## config.mk

```make
export PLATFORM = sky130hd
export DESIGN_NAME = accum_bank
export DESIGN_NICKNAME = d
export VERILOG_FILES = /design/src/rtl/accum_pkg.sv /design/src/rtl/accum_alu.sv /design/src/rtl/accum_bank.sv
export SDC_FILE = /design/constraint.sdc
export NUM_CORES = 1
export LEC_CHECK = 0
export ABC_AREA = 0
export CAP_MARGIN = 5
export CORE_MARGIN = 2
export CORE_UTILIZATION = 50
export CTS_BUF_LIST = sky130_fd_sc_hd__clkbuf_8
export CTS_CLUSTER_SIZE = 16
export DETAILED_ROUTE_END_ITERATION = 6
export DONT_BUFFER_PORTS = 1
export SLEW_MARGIN = 20
export SYNTH_ARGS = -nofsm -noshare
export SYNTH_HDL_FRONTEND = slang
export SYNTH_HIERARCHICAL = 1
export SYNTH_SLANG_ARGS = --single-unit
```

## constraint.sdc

```tcl
create_clock -name clk -period 5 [get_ports clk]
set_input_delay 1 -clock clk [delete_from_list [all_inputs] [get_ports clk]]
set_output_delay 1 -clock clk [all_outputs]
set_load 0.02 [all_outputs]
```

## src/rtl/accum_pkg.sv

```systemverilog
`default_nettype none
// ============================================================================
// accum_pkg : shared types for the multi-channel accumulator bank
// Rev 1.0   : initial release
// ============================================================================
package accum_pkg;

    typedef enum logic [1:0] {
        MODE_WRAP = 2'd0,
        MODE_MOD  = 2'd1,
        MODE_SAT  = 2'd2
    } mode_e;

    typedef enum logic [1:0] {
        OP_ADD  = 2'd0,
        OP_SUB  = 2'd1,
        OP_LOAD = 2'd2,
        OP_CLR  = 2'd3
    } op_e;

    // Channel id width; a single-channel bank still carries a 1-bit id.
    function automatic int calc_cw(input int ch);
        return (ch <= 1) ? 1 : $clog2(ch);
    endfunction

endpackage
`default_nettype wire

```

## src/rtl/accum_alu.sv

```systemverilog
`default_nettype none
// ============================================================================
// accum_alu : combinational update of one accumulator value for one operation
// Rev 1.0   : initial release
// ============================================================================
module accum_alu
    import accum_pkg::*;
#(
    parameter int    DW   = 8,
    parameter int    M    = 200,
    parameter mode_e MODE = MODE_MOD
) (
    input  logic [DW-1:0] acc_i,
    input  logic [DW-1:0] data_i,
    input  op_e           op_i,
    output logic [DW-1:0] next_o,
    output logic          flag_o,
    output logic          err_o
);

    localparam logic [DW:0] C_M     = (DW+1)'(M);
    localparam logic [DW:0] C_M_MAX = C_M - 1'b1;

    logic [DW:0] sum_w;
    logic [DW:0] diff_w;
    logic        range_bad_w;

    assign sum_w       = {1'b0, acc_i} + {1'b0, data_i};
    assign diff_w      = {1'b0, acc_i} - {1'b0, data_i};
    assign range_bad_w = (MODE != MODE_WRAP) && ({1'b0, data_i} >= C_M);

    always_comb begin
        next_o = acc_i;
        flag_o = 1'b0;
        err_o  = 1'b0;
        case (op_i)
            OP_ADD: begin
                if (MODE == MODE_MOD && sum_w >= C_M) begin
                    next_o = DW'(sum_w - C_M);
                    flag_o = 1'b1;
                end else if (MODE == MODE_SAT && sum_w > C_M_MAX) begin
                    next_o = C_M_MAX[DW-1:0];
                    flag_o = 1'b1;
                end else begin
                    next_o = sum_w[DW-1:0];
                    flag_o = sum_w[DW];
                end
            end
            OP_SUB: begin
                next_o = diff_w[DW-1:0];
                flag_o = diff_w[DW];
                // Borrow: both operands are below M, so one add of M lands in range.
                if (diff_w[DW]) begin
                    if (MODE == MODE_MOD) begin
                        next_o = DW'(diff_w + C_M);
                    end else if (MODE == MODE_SAT) begin
                        next_o = '0;
                    end
                end
            end
            OP_LOAD: next_o = data_i;
            OP_CLR:  next_o = '0;
            default: next_o = acc_i;
        endcase
        if (range_bad_w && op_i != OP_CLR) begin
            next_o = acc_i;
            flag_o = 1'b0;
            err_o  = 1'b1;
        end
    end

endmodule
`default_nettype wire

```

## src/rtl/accum_bank.sv

```systemverilog
`default_nettype none
// ============================================================================
// accum_bank : CH-channel accumulator bank with one shared update port
// Rev 1.0    : initial release
// ============================================================================
module accum_bank
    import accum_pkg::*;
#(
    parameter int    CH   = 4,
    parameter int    DW   = 8,
    parameter int    M    = 200,
    parameter mode_e MODE = MODE_MOD,
    localparam int   CW   = calc_cw(CH)
) (
    input  logic          clk,
    input  logic          rst_n,
    input  logic          clr_all,
    input  logic          in_valid,
    output logic          in_ready,
    input  logic [CW-1:0] in_ch,
    input  op_e           in_op,
    input  logic [DW-1:0] in_data,
    output logic          out_valid,
    input  logic          out_ready,
    output logic [CW-1:0] out_ch,
    output logic [DW-1:0] out_acc,
    output logic          out_flag,
    output logic          out_err
);

    logic [DW-1:0] acc_q [CH];
    logic [DW-1:0] cur_w;
    logic [DW-1:0] alu_next_w;
    logic          alu_flag_w;
    logic          alu_err_w;
    logic          ch_ok_w;
    logic          accept_w;

    logic          out_valid_q;
    logic [CW-1:0] out_ch_q;
    logic [DW-1:0] out_acc_q;
    logic          out_flag_q;
    logic          out_err_q;

    assign in_ready = !clr_all && (!out_valid_q || out_ready);
    assign accept_w = in_valid && in_ready;
    assign ch_ok_w  = ({1'b0, in_ch} < (CW+1)'(CH));

    always_comb begin
        cur_w = '0;
        for (int i = 0; i < CH; i++) begin
            if (in_ch == CW'(i)) cur_w = acc_q[i];
        end
    end

    accum_alu #(
        .DW   (DW),
        .M    (M),
        .MODE (MODE)
    ) u_alu (
        .acc_i  (cur_w),
        .data_i (in_data),
        .op_i   (in_op),
        .next_o (alu_next_w),
        .flag_o (alu_flag_w),
        .err_o  (alu_err_w)
    );

    // Channel state is written in the accept cycle, so the next op sees it.
    always_ff @(posedge clk or negedge rst_n) begin
        if (!rst_n) begin
            for (int i = 0; i < CH; i++) acc_q[i] <= '0;
        end else if (clr_all) begin
            for (int i = 0; i < CH; i++) acc_q[i] <= '0;
        end else if (accept_w && !alu_err_w) begin
            for (int i = 0; i < CH; i++) begin
                if (in_ch == CW'(i)) acc_q[i] <= alu_next_w;
            end
        end
    end

    always_ff @(posedge clk or negedge rst_n) begin
        if (!rst_n) begin
            out_valid_q <= 1'b0;
            out_ch_q    <= '0;
            out_acc_q   <= '0;
            out_flag_q  <= 1'b0;
            out_err_q   <= 1'b0;
        end else if (accept_w) begin
            out_valid_q <= 1'b1;
            out_ch_q    <= in_ch;
            out_acc_q   <= ch_ok_w ? alu_next_w : '0;
            out_flag_q  <= ch_ok_w && alu_flag_w;
            out_err_q   <= !ch_ok_w || alu_err_w;
        end else if (out_ready) begin
            out_valid_q <= 1'b0;
        end
    end

    assign out_valid = out_valid_q;
    assign out_ch    = out_ch_q;
    assign out_acc   = out_acc_q;
    assign out_flag  = out_flag_q;
    assign out_err   = out_err_q;

endmodule
`default_nettype wire

```

==> metrics.csv, run 1 <==
stage,metric,value,unit
run_status,status,"finished, final reports clean",
floorplan,std_cell_rows,31,
grt,grt_antenna_before_repair,0,
grt,grt_pass1_vias,2728,
critical_path,crit_fanout,11,
min_path,holdCritPathClass,in2async,
clock_tree,cts_hold_buf,0,
run,cap_viol_max_count,0,
synth,syn_nets,395,
final_layout,mostFrequentLayoutCell,dfrtp_1,
floorplan,core,7250,µm²
clock_tree,buffer_cell_driving_the_clock_tree_root,clkbuf_8,
place,place_hpwl,6.43,mm
floorplan,die_area,8170,µm²
synth,synth_edf_count,0,
floorplan,chipHeight,90.4,µm
sta,timing_max_transition_violations_final,0,
floorplan,die_x,90.4,µm
synth,mappedNetlistArea,3730,µm²
power,irDropWorstVdd,0.000229,V
synth,post_synth_inst_count,358,
floorplan,ios,31,
route,postRouteWirelength,8.61,mm
clock_tree,clock_sinks,45,
route,vias,2758,
critical_path,worstReg2RegStart,acc_q[8],
power,power_density,239,nW/µm²
synth,ys.warnings.count,6,
route,antenna_violating_nets_post_route,0,
floorplan,initial_core_util,0.514,
synth,synth.top_cells.by_area,"dfrtp_1, mux2_2, ha_1",
synth,synthDominantCellAreaShare,0.302,
synth,synth_adder_area_share,0.0711,
sta,rsz0062_at_grt,no,
grt,grt_first_pass_wirelength,14.3,mm
sta,timing.final.hold_violations,0,
synth,synth_compound_area_frac,0.151,
synth,ys_ff_latch,45,
clock_tree,cts-htree-levels,2,
route,vias_per_cell,6.10,
final_layout,drive_above_1_share,0.229,
synth,netlist-cell-type-count,71,
clock_tree,cts_resized,0,
sta,fmax,0.231,GHz
clock_tree,tritoncts,built,
critical_path,worst_ep_arrival_time,4.50,ns
critical_path,crit_required,5.18,ns
grt,grt_start_max_net_pins,46,
sta,worst_clock_skew,0.00915,ns
sta,tns,0,ns
place,placement.io_buffers,0,
final_layout,finish.utilization,0.533,
synth,library_cell_occupying_the_most_area_in_the_post_synthesis_netlist,dfrtp_1,
sta,timing.slew.headroom,0.460,
synth,post_synth.cell_area_avg,10.4,µm²
route,wire_per_inst,19.0,µm
sta,fin_crit_sh,0.865,
synth,synth_mux_area_frac,0.202,
route,drt_first_iter_violations,146,
grt,overflow,0,
clock_tree,tritoncts.num_buffers,5,
power,p_leak,1.88,nW
final_layout,fillers,655,
clock_tree,cts_post_setup_buffers_inserted,0,
clock_tree,clk_pin_slew,0.08,ns
clock_tree,clock_path_buffers,2,
sta,final-setup-viol-count,0,
synth,synthArstFlopShare,1.00,
final_layout,mostFrequentLayoutCells,"dfrtp_1, mux2_2, nor2b_1",
final_layout,area_growth_syn_to_layout,3.69,%
synth,synth_simple_gate_area_frac,0.200,
critical_path,crit_path_launch_type,input port,
sta,worst_pin_slew,0.800,ns
place,finalWeightedCongestion,0.932,
critical_path,worst_setup_path_startpoint,in_ch[0],
sta,period_needed,4.32,ns
synth,synth_sequential_area_ratio,0.302,
route,detail_route.drc_violations,0,
synth,main_combinational_cell_family_by_area_after_synthesis,multiplexers,
route,drtPass1Iterations,7,
synth,synth-xor-area-share,0.0278,
critical_path,critPathKind,in2reg,
final_layout,fin_nets,389,
final_layout,antenna_cells_inserted,0,
critical_path,critical_path.endpoint_type,flop,
synth,synthFlopType,dfrtp_1,
sta,final.hold.worst_slack,0.390,ns
clock_tree,worst_skew_pair.late_latency,0.30,ns
grt,gr-usage-all-layers,0.219,
## registers in the layout (all words and copies together), names as in the netlist
name       count
out_err        1
out_valid      1
out_ch         2
out_acc        8
acc_q         32
out_flag       1
## synthesized netlist by cell type (4+ instances only)
cell type,number
and2b_1,15
xor2_1,4
nor2_1,24
a31oi_1,5
dfrtp_1,45
ha_1,18
and2b_2,4
nor2b_1,25
mux4_2,8
mux2_2,34
nand2_1,17
o21ai_0,9
a21o_1,4
nand2b_1,4
a21oi_1,12
inv_1,17
buf_6,5
buf_2,4
xnor2_1,6
clkbuf_1,5
a211oi_1,7
mux2_4,10
## cell families (layout without fill, tap and decap cells)
| group | Yosys count | count (layout) |
|---|---|---|
| buffers and inverters | 34 | 29 |
| adders and majority gates | 20 | 20 |
| DFF | 45 | 45 |
| and+or+nand+nor | 117 | 117 |
| AOI/OAI and AO/OA | 75 | 75 |
| xor gates and xnor gates | 11 | 11 |
| muxes | 56 | 56 |
## where the power goes
part / internal [mW] / total [mW] / leakage, nW / switching [mW]
sequential: 0.394 / 0.442 / 0.606 / 0.0482
clock: 0.125 / 0.242 / 0.0542 / 0.117
combinational: 0.111 / 0.240 / 1.22 / 0.128
total: 0.630 / 0.924 / 1.88 / 0.293
## final timing paths
path | slack [ns] | endpoint | depth (start not counted)
max | 0.68 | acc_q[20] | 14
min | 0.39 | out_ch[0] | 0
max reg2reg | 1.00 | acc_q[20] | 14
min reg2reg | 0.62 | acc_q[21] | 2
max in group asynchronous | 4.51 | acc_q[22] | 0
min in group clk | 0.62 | acc_q[21] | 2
## layout make-up
cell class / instances / area (µm²) / share of cell area
clock buffer: 7 / 96.3 / 0.0249
clock inverter: 1 / 5.00 / 0.00129
inverter: 19 / 71.3 / 0.0184
multi-input combinational: 279 / 2430 / 0.628
sequential: 45 / 1130 / 0.291
tap: 99 / 124 / 0.0320
timing repair buffer: 2 / 15.0 / 0.00388
## critical path: stages
cell,delay (ns)
mux4_2,0.50
inv_1,0.08
ha_1,0.18
inv_1,0.06
fa_1,0.41
a211oi_1,0.33
nor2_1,0.10
xor2_1,0.23
ha_1,0.27
mux2_1,0.29
a221o_1,0.32
o21ai_0,0.11
o311ai_1,0.27
mux2_2,0.33
## through the flow
stage	instance area (µm²)	cells	worst slack, ns	total power, mW
after floorplan	3730	358	0.600	0.647
after global placement	3770	444	0.472	0.685
after detailed placement	3770	444	0.374	0.686
after CTS	3870	452	0.698	0.931
after global routing	3870	452	0.420	0.974
final	3870	452	0.676	0.924
## layer usage
metal | vias to the layer above | GRT usage | share of wire
li1 | 1297 | - | -
met1 | 1366 | 0.299 | 0.45
met2 | 79 | 0.365 | 0.48
met3 | 16 | 0.0250 | 0.041
met4 | 0 | 0.0718 | 0.030
met5 | - | 0 | 0
No activity file was read; power rests on OpenSTA's default activity.
==> run 2, diff against run 1 <==
--- a/config.mk
+++ b/config.mk
@@ -6,13 +6,14 @@
 export NUM_CORES = 1
 export LEC_CHECK = 0
 export ABC_AREA = 0
-export CAP_MARGIN = 5
+export CAP_MARGIN = 20
 export CORE_MARGIN = 2
 export CORE_UTILIZATION = 50
 export CTS_BUF_LIST = sky130_fd_sc_hd__clkbuf_8
 export CTS_CLUSTER_SIZE = 16
 export DETAILED_ROUTE_END_ITERATION = 6
 export DONT_BUFFER_PORTS = 1
+export PLACE_DENSITY_LB_ADDON = 0.05
 export SLEW_MARGIN = 20
 export SYNTH_ARGS = -nofsm -noshare
 export SYNTH_HDL_FRONTEND = slang
==> metrics.csv, run 2 (synthesized netlist as in run 1, its figures left out) <==
stage,metric,value,unit,change
sta,worst_clock_skew,0.00434,ns,-0.00481 ns
floorplan,ios,31,,unchanged
power,p_leak,1.88,nW,unchanged
min_path,holdCritPathClass,in2async,,
grt,overflow,0,,unchanged
critical_path,crit_path_launch_type,input port,,
floorplan,die_area,8170,µm²,unchanged
floorplan,initial_core_util,0.514,,unchanged
floorplan,std_cell_rows,31,,unchanged
critical_path,r2r_setup_slack,1.01,ns,about the same
clock_tree,tritoncts.num_buffers,5,,unchanged
route,detail_route.drc_violations,0,,unchanged
sta,fin_crit_sh,0.861,,-0.00324
floorplan,die_x,90.4,µm,unchanged
grt,grt_start_max_net_pins,46,,unchanged
grt,gr-usage-all-layers,0.227,,+0.00848
place,dpl_worst_slack,0.415,ns,+0.0416 ns
route,antenna_violating_nets_post_route,0,,unchanged
critical_path,worstReg2RegStart,acc_q[0],,
final_layout,flip_flop_count_of_the_largest_register_after_layout,32,,unchanged
clock_tree,clock_path_buffers,2,,unchanged
clock_tree,tritoncts,built,,
final_layout,mostFrequentLayoutCells,"dfrtp_1, mux2_2, nor2b_1",,
sta,timing.slew.headroom,0.450,,-0.00948
clock_tree,clk_pin_slew,0.08,ns,about the same
clock_tree,cts-htree-levels,2,,unchanged
final_layout,mostFrequentLayoutCell,dfrtp_1,,
critical_path,r2r_end,out_acc[4],,
sta,timing_max_transition_violations_final,0,,unchanged
grt,grt_antenna_before_repair,0,,unchanged
final_layout,registers.top_by_ff_count,acc_q,,
sta,fmax,0.232,GHz,+0.38%
final_layout,drive_above_1_share,0.229,,unchanged
route,vias,2665,,-3.4%
final_layout,fin_nets,389,,unchanged
sta,tns,0,ns,unchanged
route,drtPass1Iterations,4,,-3
critical_path,crit_fanout,11,,unchanged
sta,rsz0062_at_grt,no,,
place,finalWeightedCongestion,0.871,,-6.5%
power,power_density,240,nW/µm²,+0.69%
clock_tree,cts_hold_buf,0,,unchanged
place,placement.io_buffers,0,,unchanged
final_layout,finish.utilization,0.533,,unchanged
final_layout,antenna_cells_inserted,0,,unchanged
route,vias_per_cell,5.90,,-3.4%
floorplan,core,7250,µm²,unchanged
power,total_power,930,µW,+0.69%
critical_path,worst_ep_arrival_time,4.49,ns,about the same
final_layout,area_growth_syn_to_layout,3.69,%,unchanged
route,wire_per_inst,19.6,µm,+2.9%
critical_path,worst_setup_path_startpoint,in_ch[0],,
clock_tree,clock_sinks,45,,unchanged
clock_tree,buffer_cell_driving_the_clock_tree_root,clkbuf_8,,
critical_path,critical_path.endpoint_type,flop,,
final_layout,final_design_area_no_fill,3870,µm²,unchanged
critical_path,crit_required,5.19,ns,about the same
critical_path,number_of_cells_on_the_worst_reg_to_reg_path,14,,unchanged
clock_tree,cts_resized,0,,unchanged
grt,grt_pass1_vias,2711,,-0.62%
sta,final_critical_path_setup_slack,0.693,ns,+0.0162 ns
critical_path,critPathKind,in2reg,,
route,drt_first_iter_violations,103,,-29%
clock_tree,cts_post_setup_buffers_inserted,0,,unchanged
place,place_hpwl,6.63,mm,+3.0%
sta,final-setup-viol-count,0,,unchanged
floorplan,chipHeight,90.4,µm,unchanged
place,placed_cell_area,3770,µm²,unchanged
grt,grt_first_pass_wirelength,14.6,mm,+1.8%
sta,timing.final.hold_violations,0,,unchanged
run,cap_viol_max_count,0,,unchanged
route,postRouteWirelength,8.86,mm,+2.9%
sta,period_needed,4.31,ns,-0.0162 ns
power,irDropWorstVdd,0.000180,V,-22%
clock_tree,worst_skew_pair.late_latency,0.30,ns,about the same
sta,worst_pin_slew,0.816,ns,+0.0161 ns
run_status,status,"finished, final reports clean",,
==> run 2: worst max path at each step <==
stage	end	slack, ns	cells past startpoint
floorplan	out_acc[5]	0.60	17
global placement	out_acc[4]	0.49	11
detailed placement	out_acc[4]	0.42	14
CTS	acc_q[13]	0.74	16
global route	acc_q[28]	0.43	14
finish	out_acc[4]	0.69	14
==> run 2: where the power goes <==
group          internal, mW  switching (mW)
sequential            0.394          0.0481
clock                 0.125           0.122
combinational         0.112           0.130
total                 0.631           0.299
==> run 2: layout make-up <==
cell class,count,area [µm²]
Inverter,19,71.3
Clock inverter,1,5.00
Fill cell,690,3390
Timing Repair Buffer,2,15.0
Clock buffer,7,96.3
Tap cell,99,124
Sequential cell,45,1130
Multi-Input combinational cell,279,2430
==> run 2: routing by layer <==
metal / vias up / track usage / wire length [µm]
li1: 1300 / - / -
met1: 1309 / 0.299 / 3950
met2: 42 / 0.381 / 4340
met3: 14 / 0.0292 / 302
met4: 0 / 0.0923 / 259
met5: - / 0 / 0
==> run 2: critical path, cell delays in order <==
cell      delay, ns
mux4_2         0.51
inv_1          0.08
ha_1           0.19
inv_1          0.06
fa_1           0.41
a211oi_1       0.32
nor2_1         0.10
xor2_1         0.25
ha_1           0.29
mux2_1         0.31
a221o_1        0.32
o21ai_0        0.09
o311ai_1       0.25
mux2_4         0.33
==> run 2: per-stage QoR <==
step	cells	hold WS, ns
after floorplan	358	0.574
after detailed placement	444	0.591
after global routing	452	0.370
after CTS	452	0.373
final	452	0.384
after global placement	444	0.587
